==> config.mk <==
export PLATFORM = sky130hd
export DESIGN_NAME = sr_frame_ctrl
export DESIGN_NICKNAME = d
export VERILOG_FILES = /design/src/rtl/sr_frame_ctrl.sv
export SDC_FILE = /design/constraint.sdc
export NUM_CORES = 1
export LEC_CHECK = 0
export CAP_MARGIN = 20
export CELL_PAD_IN_SITES_DETAIL_PLACEMENT = 1
export CELL_PAD_IN_SITES_GLOBAL_PLACEMENT = 1
export CORE_MARGIN = 2
export CORE_UTILIZATION = 32
export CTS_CLUSTER_DIAMETER = 50
export DETAILED_ROUTE_END_ITERATION = 10
export PLACE_DENSITY = 0.71
export SYNTH_ARGS = -nofsm -noshare
export SYNTH_HDL_FRONTEND = slang
export SYNTH_SLANG_ARGS = --single-unit
==> constraint.sdc <==
create_clock -name clk -period 1.3 [get_ports clk]
set_input_delay 0.39 -clock clk [delete_from_list [all_inputs] [get_ports clk]]
set_output_delay 0.39 -clock clk [all_outputs]
set_load 0.03 [all_outputs]
==> src/rtl/sr_frame_ctrl.sv <==
// rtl/sr_frame_ctrl.sv - right-shift serial-to-parallel frame controller; optional parity via SR_FRAME_PARITY_EN
module sr_frame_ctrl #(
    parameter int WIDTH = 4
) (
    input  logic             clk,
    input  logic             rst,
    input  logic             start,
    input  logic             abort,
    input  logic             bit_en,
    input  logic             sin,
    input  logic             out_ready,
    input  logic             ovr_clr,
    output logic [WIDTH-1:0] data,
    output logic             out_valid,
    output logic             busy,
    output logic             overrun,
    output logic             parity_err
);

    localparam int CW = $clog2(WIDTH);
    localparam logic [CW-1:0] LAST_CNT = CW'(WIDTH - 1);

`ifdef SR_FRAME_PARITY_EN
    typedef enum logic [1:0] {IDLE, SHIFT, PAR} state_t;
`else
    typedef enum logic [1:0] {IDLE, SHIFT} state_t;
`endif

    state_t           state_q, state_d;
    logic [WIDTH-1:0] sreg_q, sreg_d;
    logic [CW-1:0]    cnt_q, cnt_d;
    logic [WIDTH-1:0] data_q, data_d;
    logic             valid_q, valid_d;
    logic             ovr_q, ovr_d;
    logic             commit;
    logic [WIDTH-1:0] commit_data;
    logic [WIDTH-1:0] shifted;
`ifdef SR_FRAME_PARITY_EN
    logic             par_q, par_d;
    logic             commit_par;
`endif

    // New bits enter at the MSB so the first bit received lands in the LSB.
    assign shifted = {sin, sreg_q[WIDTH-1:1]};

    // Frame sequencing: start/abort, bit assembly and frame completion.
    always_comb begin
        state_d     = state_q;
        sreg_d      = sreg_q;
        cnt_d       = cnt_q;
        commit      = 1'b0;
        commit_data = sreg_q;
`ifdef SR_FRAME_PARITY_EN
        commit_par  = 1'b0;
`endif
        case (state_q)
            IDLE: begin
                // bit_en alongside start is deliberately ignored.
                if (start) begin
                    state_d = SHIFT;
                    sreg_d  = '0;
                    cnt_d   = '0;
                end
            end
            SHIFT: begin
                if (abort) begin
                    state_d = IDLE;
                    sreg_d  = '0;
                    cnt_d   = '0;
                end else if (bit_en) begin
                    if (cnt_q == LAST_CNT) begin
`ifdef SR_FRAME_PARITY_EN
                        state_d = PAR;
                        sreg_d  = shifted;
                        cnt_d   = '0;
`else
                        commit      = 1'b1;
                        commit_data = shifted;
                        state_d     = IDLE;
                        sreg_d      = '0;
                        cnt_d       = '0;
`endif
                    end else begin
                        sreg_d = shifted;
                        cnt_d  = cnt_q + 1'b1;
                    end
                end
            end
`ifdef SR_FRAME_PARITY_EN
            PAR: begin
                if (abort) begin
                    state_d = IDLE;
                    sreg_d  = '0;
                    cnt_d   = '0;
                end else if (bit_en) begin
                    // Even parity: error when total ones including the parity bit is odd.
                    commit      = 1'b1;
                    commit_data = sreg_q;
                    commit_par  = ^{sreg_q, sin};
                    state_d     = IDLE;
                    sreg_d      = '0;
                    cnt_d       = '0;
                end
            end
`endif
            default: begin
                state_d = IDLE;
                sreg_d  = '0;
                cnt_d   = '0;
            end
        endcase
    end

    // Output register: handshake, commit and sticky overrun (set beats clear).
    always_comb begin
        data_d  = data_q;
        valid_d = valid_q;
        ovr_d   = ovr_q;
`ifdef SR_FRAME_PARITY_EN
        par_d   = par_q;
`endif
        if (ovr_clr) begin
            ovr_d = 1'b0;
        end
        if (valid_q && out_ready) begin
            valid_d = 1'b0;
        end
        if (commit) begin
            if (valid_q && !out_ready) begin
                ovr_d = 1'b1;
            end else begin
                data_d  = commit_data;
                valid_d = 1'b1;
`ifdef SR_FRAME_PARITY_EN
                par_d   = commit_par;
`endif
            end
        end
    end

    // State and datapath registers with asynchronous active-low reset.
    always_ff @(posedge clk or negedge rst) begin
        if (!rst) begin
            state_q <= IDLE;
            sreg_q  <= '0;
            cnt_q   <= '0;
            data_q  <= '0;
            valid_q <= 1'b0;
            ovr_q   <= 1'b0;
`ifdef SR_FRAME_PARITY_EN
            par_q   <= 1'b0;
`endif
        end else begin
            state_q <= state_d;
            sreg_q  <= sreg_d;
            cnt_q   <= cnt_d;
            data_q  <= data_d;
            valid_q <= valid_d;
            ovr_q   <= ovr_d;
`ifdef SR_FRAME_PARITY_EN
            par_q   <= par_d;
`endif
        end
    end

    assign data      = data_q;
    assign out_valid = valid_q;
    assign busy      = (state_q != IDLE);
    assign overrun   = ovr_q;
`ifdef SR_FRAME_PARITY_EN
    assign parity_err = par_q;
`else
    assign parity_err = 1'b0;
`endif

endmodule
# Yosys cells after proc, flatten, opt, wreduce, memory -nomap -nowiden
# Cells that the tools add are included.
# Widths: inputs -> output; s select.
# classes
addsub	1
multipliers	0
n_div	0
magnitude_cmp	0
n_eq_ne	5
n_shift	0
n_mux	29
bitwise	1
n_reduce_logical	8
# op_table
operator	n
$mux 4	8
$mux 2	8
$mux 1	10
$pmux 2 s2	2
$pmux 4 s2	1
$ne 3x3->1 const B	2
$reduce_and 2->1	2
$reduce_and 3->1	1
$add 2x1->2 const B	1
$eq 2x1->1 const B	1
$eq 2x2->1 const B	1
$logic_and 1x1->1	2
$logic_not 2->1	1
$ne 2x2->1 const B	1
$reduce_bool 2->1	1
$logic_not 1->1	1
$not 1->1	1
# totals
ff_bits	14
latch_bits	0
ramBits	0
mem_bits_ro	0
memories	0

# Logic depth before layout (Yosys ltp)
# logic_depth
word_depth	6
mapped_depth	4
mapped_depth_nobuf	4

# Least setup slack after synthesis
# Ideal clock, no wire load.
# synth_path
path_kind	reg2reg
start	reg state_q[0]
end	reg data_q[3] (netlist: data[3])
setup_time_ns	0.125
arrival_ns	1.356
setup_slack_ns	-0.180
path_stages_with_launch	4
n_path_buf	0
path_cell_list	dfrtp_1 nand4b_1 nor2b_4 mux2_2
# synth_between
elab_chain_len	3
elab_cells_between_ends	4
# synth_lines
item	line	text
from (decl)	29	state_t state_q, state_d;
from (signal assigned)	154	state_q <= state_d;
$eq 2x1->1 *	56	case (state_q)
$mux 1	56	
$reduce_and 2->1 (no source line)	-	
to (signal assigned)	157	data_q <= data_d;
to (decl)	32	logic [WIDTH-1:0] data_q, data_d;
# Mark *: on every way between the ends. The rest lies on a longest branch, timed or not.
# A chain may end at the register's enable or synchronous reset.

# Worst setup path after layout
# layout_path
start	reg cnt_q[0]
end	reg data_q[3] (netlist: data[3])
# layout_between
elab_chain_len	6
elab_cells_between_ends	10
# layout_lines
item	line	text
from (decl)	31	logic [CW-1:0] cnt_q, cnt_d;
from (signal assigned)	156	cnt_q <= cnt_d;
$eq 2x2->1 *	71	if (cnt_q == LAST_CNT) begin
$mux 1	71	
$mux 1	70	end else if (bit_en) begin
$mux 1	66	if (abort) begin
$mux 1	56	
$reduce_and 2->1 (no source line)	-	
# Marks and branches as above.

==> flow_summary.yaml <==
finish:
  final_cell_mix: "buf_4, dfrtp_1, nand2_1, mux2i_1"
  final_area_um2: 977
  drive_gt1_frac: 0.463
  diodes: 0
  regArea_um2: 327
  multiInputGateArea_um2: 323
  fill_cells: 208
  fin_nets: 93
  area_growth_pct: 55.9
  layout_commonest_cell: "buf_4"
synthesis:
  synth_edf_count: 0
  syn_area_um2: 627
  yosys.area.top_type: "dfrtp_1"
  syn_inst: 51
  synth_area_leaders: "dfrtp_1, mux2i_1, mux2_2"
  synth_ff_type: "dfrtp_1"
  synth.net_count: 61
  seq_area_frac_synth: 0.519
  async_flop_share: 1.00
  synth.distinct_cells: 19
  synth_top_cell_area_share: 0.519
  ys.warnings.count: 0
  avgSynthCellArea_um2: 12.3
  ys_ff_latch: 13
placement:
  post-place-ws_ps: -497
  place.gp.congestion: 0.757
  dpl_cell_area_um2: 860
  portBuffers: 14
  post-dp-hpwl_um: 1110
power:
  finalPower_w: 0.000888
  powerDensity_nw_per_um2: 909
  ir_worst_vdd_mv: 0.442
  leakage_nw: 0.492
sta:
  rsz0062_at_grt: "yes"
  fin_crit_sh: 1.11
  period_needed_ps: 1440
  setup-violations-final: 5
  finalHoldViolations: 0
  hold_slack_ps: 426
  layout_setup_ws_ps: -139
  fmax_mhz: 695
  worst_clock_skew_ps: 3.77
  setup_tns_ps: -567
  slew_viol_final: 0
floorplanning:
  coreArea_um2: 1900
  die_w_um: 48.3
  initial_core_util: 0.330
  ios: 16
  die_area_um2: 2330
  placementRows: 16
  chipHeight_um: 48.3
clock_tree:
  clock_tree.htree_level_count: 1
  cts_tree: "built"
  clkTransAtPathRegs_ps: 80
  clock_sinks: 13
  cts_root_buffer: "clkbuf_4"
  cts_buffer_depth: 2
  cts_buffers: 3
  hold_buffers: 0
  worst_skew_pair.late_latency_ps: 280
drt:
  via_per_inst: 4.61
  dr.pass1.iters: 2
  dr.first_iter.drc_count: 4
  route.detailed.drc: 0
  final_antenna_net_count: 0
  vias: 502
  drt_wl_total_um: 1470
  wl_per_cell_um: 13.5
global_routing:
  grt_antenna_before_repair: 0
  grt_use_met2: 0.261
  grt.busiest_layer: "met2"
  grt_max_degree: 14
  grt_util_met3: 0.0704
  grt_remaining_overflow: 0
  use_met1: 0.159
  grt_pass1_wl_um: 2260
  grt_use_total: 0.152
  grt_pass1_vias: 530
critical_path:
  crit_buf_inv: 0
  startpoint_type: "register"
  cp-end-kind: "register"
  cp_max_fo: 4
  slowest_delay_ps: 360
  worstPathRequired_ps: 1470
  r2r_setup_slack_ps: -140
  critical_path.top_delay_family: "simple AND/OR/NAND/NOR gates"
  worstPathArrival_ps: 1610
  r2r_start: "cnt_q[0]"
  reg2regPathDepth: 4
  path_cells: "ha_2 -> nand4b_1 -> nor2b_4 -> mux2_4"
  r2r_end: "data[3]"
  worst_path_max_delay_cell: "dfrtp_1"
  critical_path_class: "register to register"
hold_path:
  hold_class: "input pin to asynchronous set/reset pin"
outcome:
  status: "finished, violations left"
  violations: "negative setup slack"
job:
  cap_violations: 0
-- routing by layer --
layer | vias to the layer above | wire, µm
met5 | - | 0
met4 | 0 | 33
met3 | 5 | 73
met2 | 14 | 769
met1 | 248 | 597
li1 | 235 | -
-- kinds of logic after synthesis --
kind of cell | after synthesis | share of synthesized area
AOI/OAI and AO/OA | 4 | 0.0499
adders and majority gates | 2 | 0.0399
buffers and inverters | 6 | 0.0419
DFF | 13 | 0.519
muxes | 12 | 0.210
other | 1 | 0.00598
and+or+nand+nor | 13 | 0.134
-- how the worst max path moves through the flow --
stage,startpoint,end,slack (ps),depth (start not counted)
floorplan,cnt_q[0],data[3],-50,4
global placement,abort,data[3],-450,4
detailed placement,abort,data[3],-500,4
CTS,cnt_q[0],data[3],-150,4
global route,cnt_q[0],data[3],-190,4
finish,cnt_q[0],data[3],-140,4
-- cell usage after synthesis (2+ instances only) --
master and number:
mux2i_1 6, ha_1 2, inv_1 5, dfrtp_1 13, nand2b_1 2, mux2_2 5, nand2_1 6
-- worst register-to-register path, cell delays in order (launching register included) --
cell and delay, ps:
dfrtp_1 360, ha_2 190, nand4b_1 200, nor2b_4 260, mux2_4 320
-- sequential cells by signal (all words and copies together), names as in the netlist --
register,cells
out_valid,1
state_q,1
data,4
overrun,1
sreg_q,4
cnt_q,2
-- metrics by stage --
stage | util | instances
after floorplan | - | 51
after global placement | 0.452 | 102
after detailed placement | 0.452 | 102
after CTS | 0.503 | 109
after global routing | 0.514 | 109
final | 0.514 | 109
-- cell type report --
cell class / count / share of cell area
inverter: 5 / 0.0192
tap: 27 / 0.0346
multi-input combinational: 32 / 0.330
sequential: 13 / 0.334
clock buffer: 4 / 0.0269
timing repair buffer: 28 / 0.255
-- power breakdown --
part | switching (W) | internal, W | total, W
registers | 0.0000109 | 0.000422 | 0.000433
logic | 0.0000879 | 0.000116 | 0.000204
clock network | 0.000132 | 0.000119 | 0.000251
-- timing repair --
action | 4_1_cts | 5_1_grt
pin swaps | 2 | 2
buffers inserted | 3 | 0
gates resized for setup | 12 | 3
endpoints found under the setup margin | 11 | 12
gates cloned | 0 | 0
No activity file was read; power rests on OpenSTA's default activity.
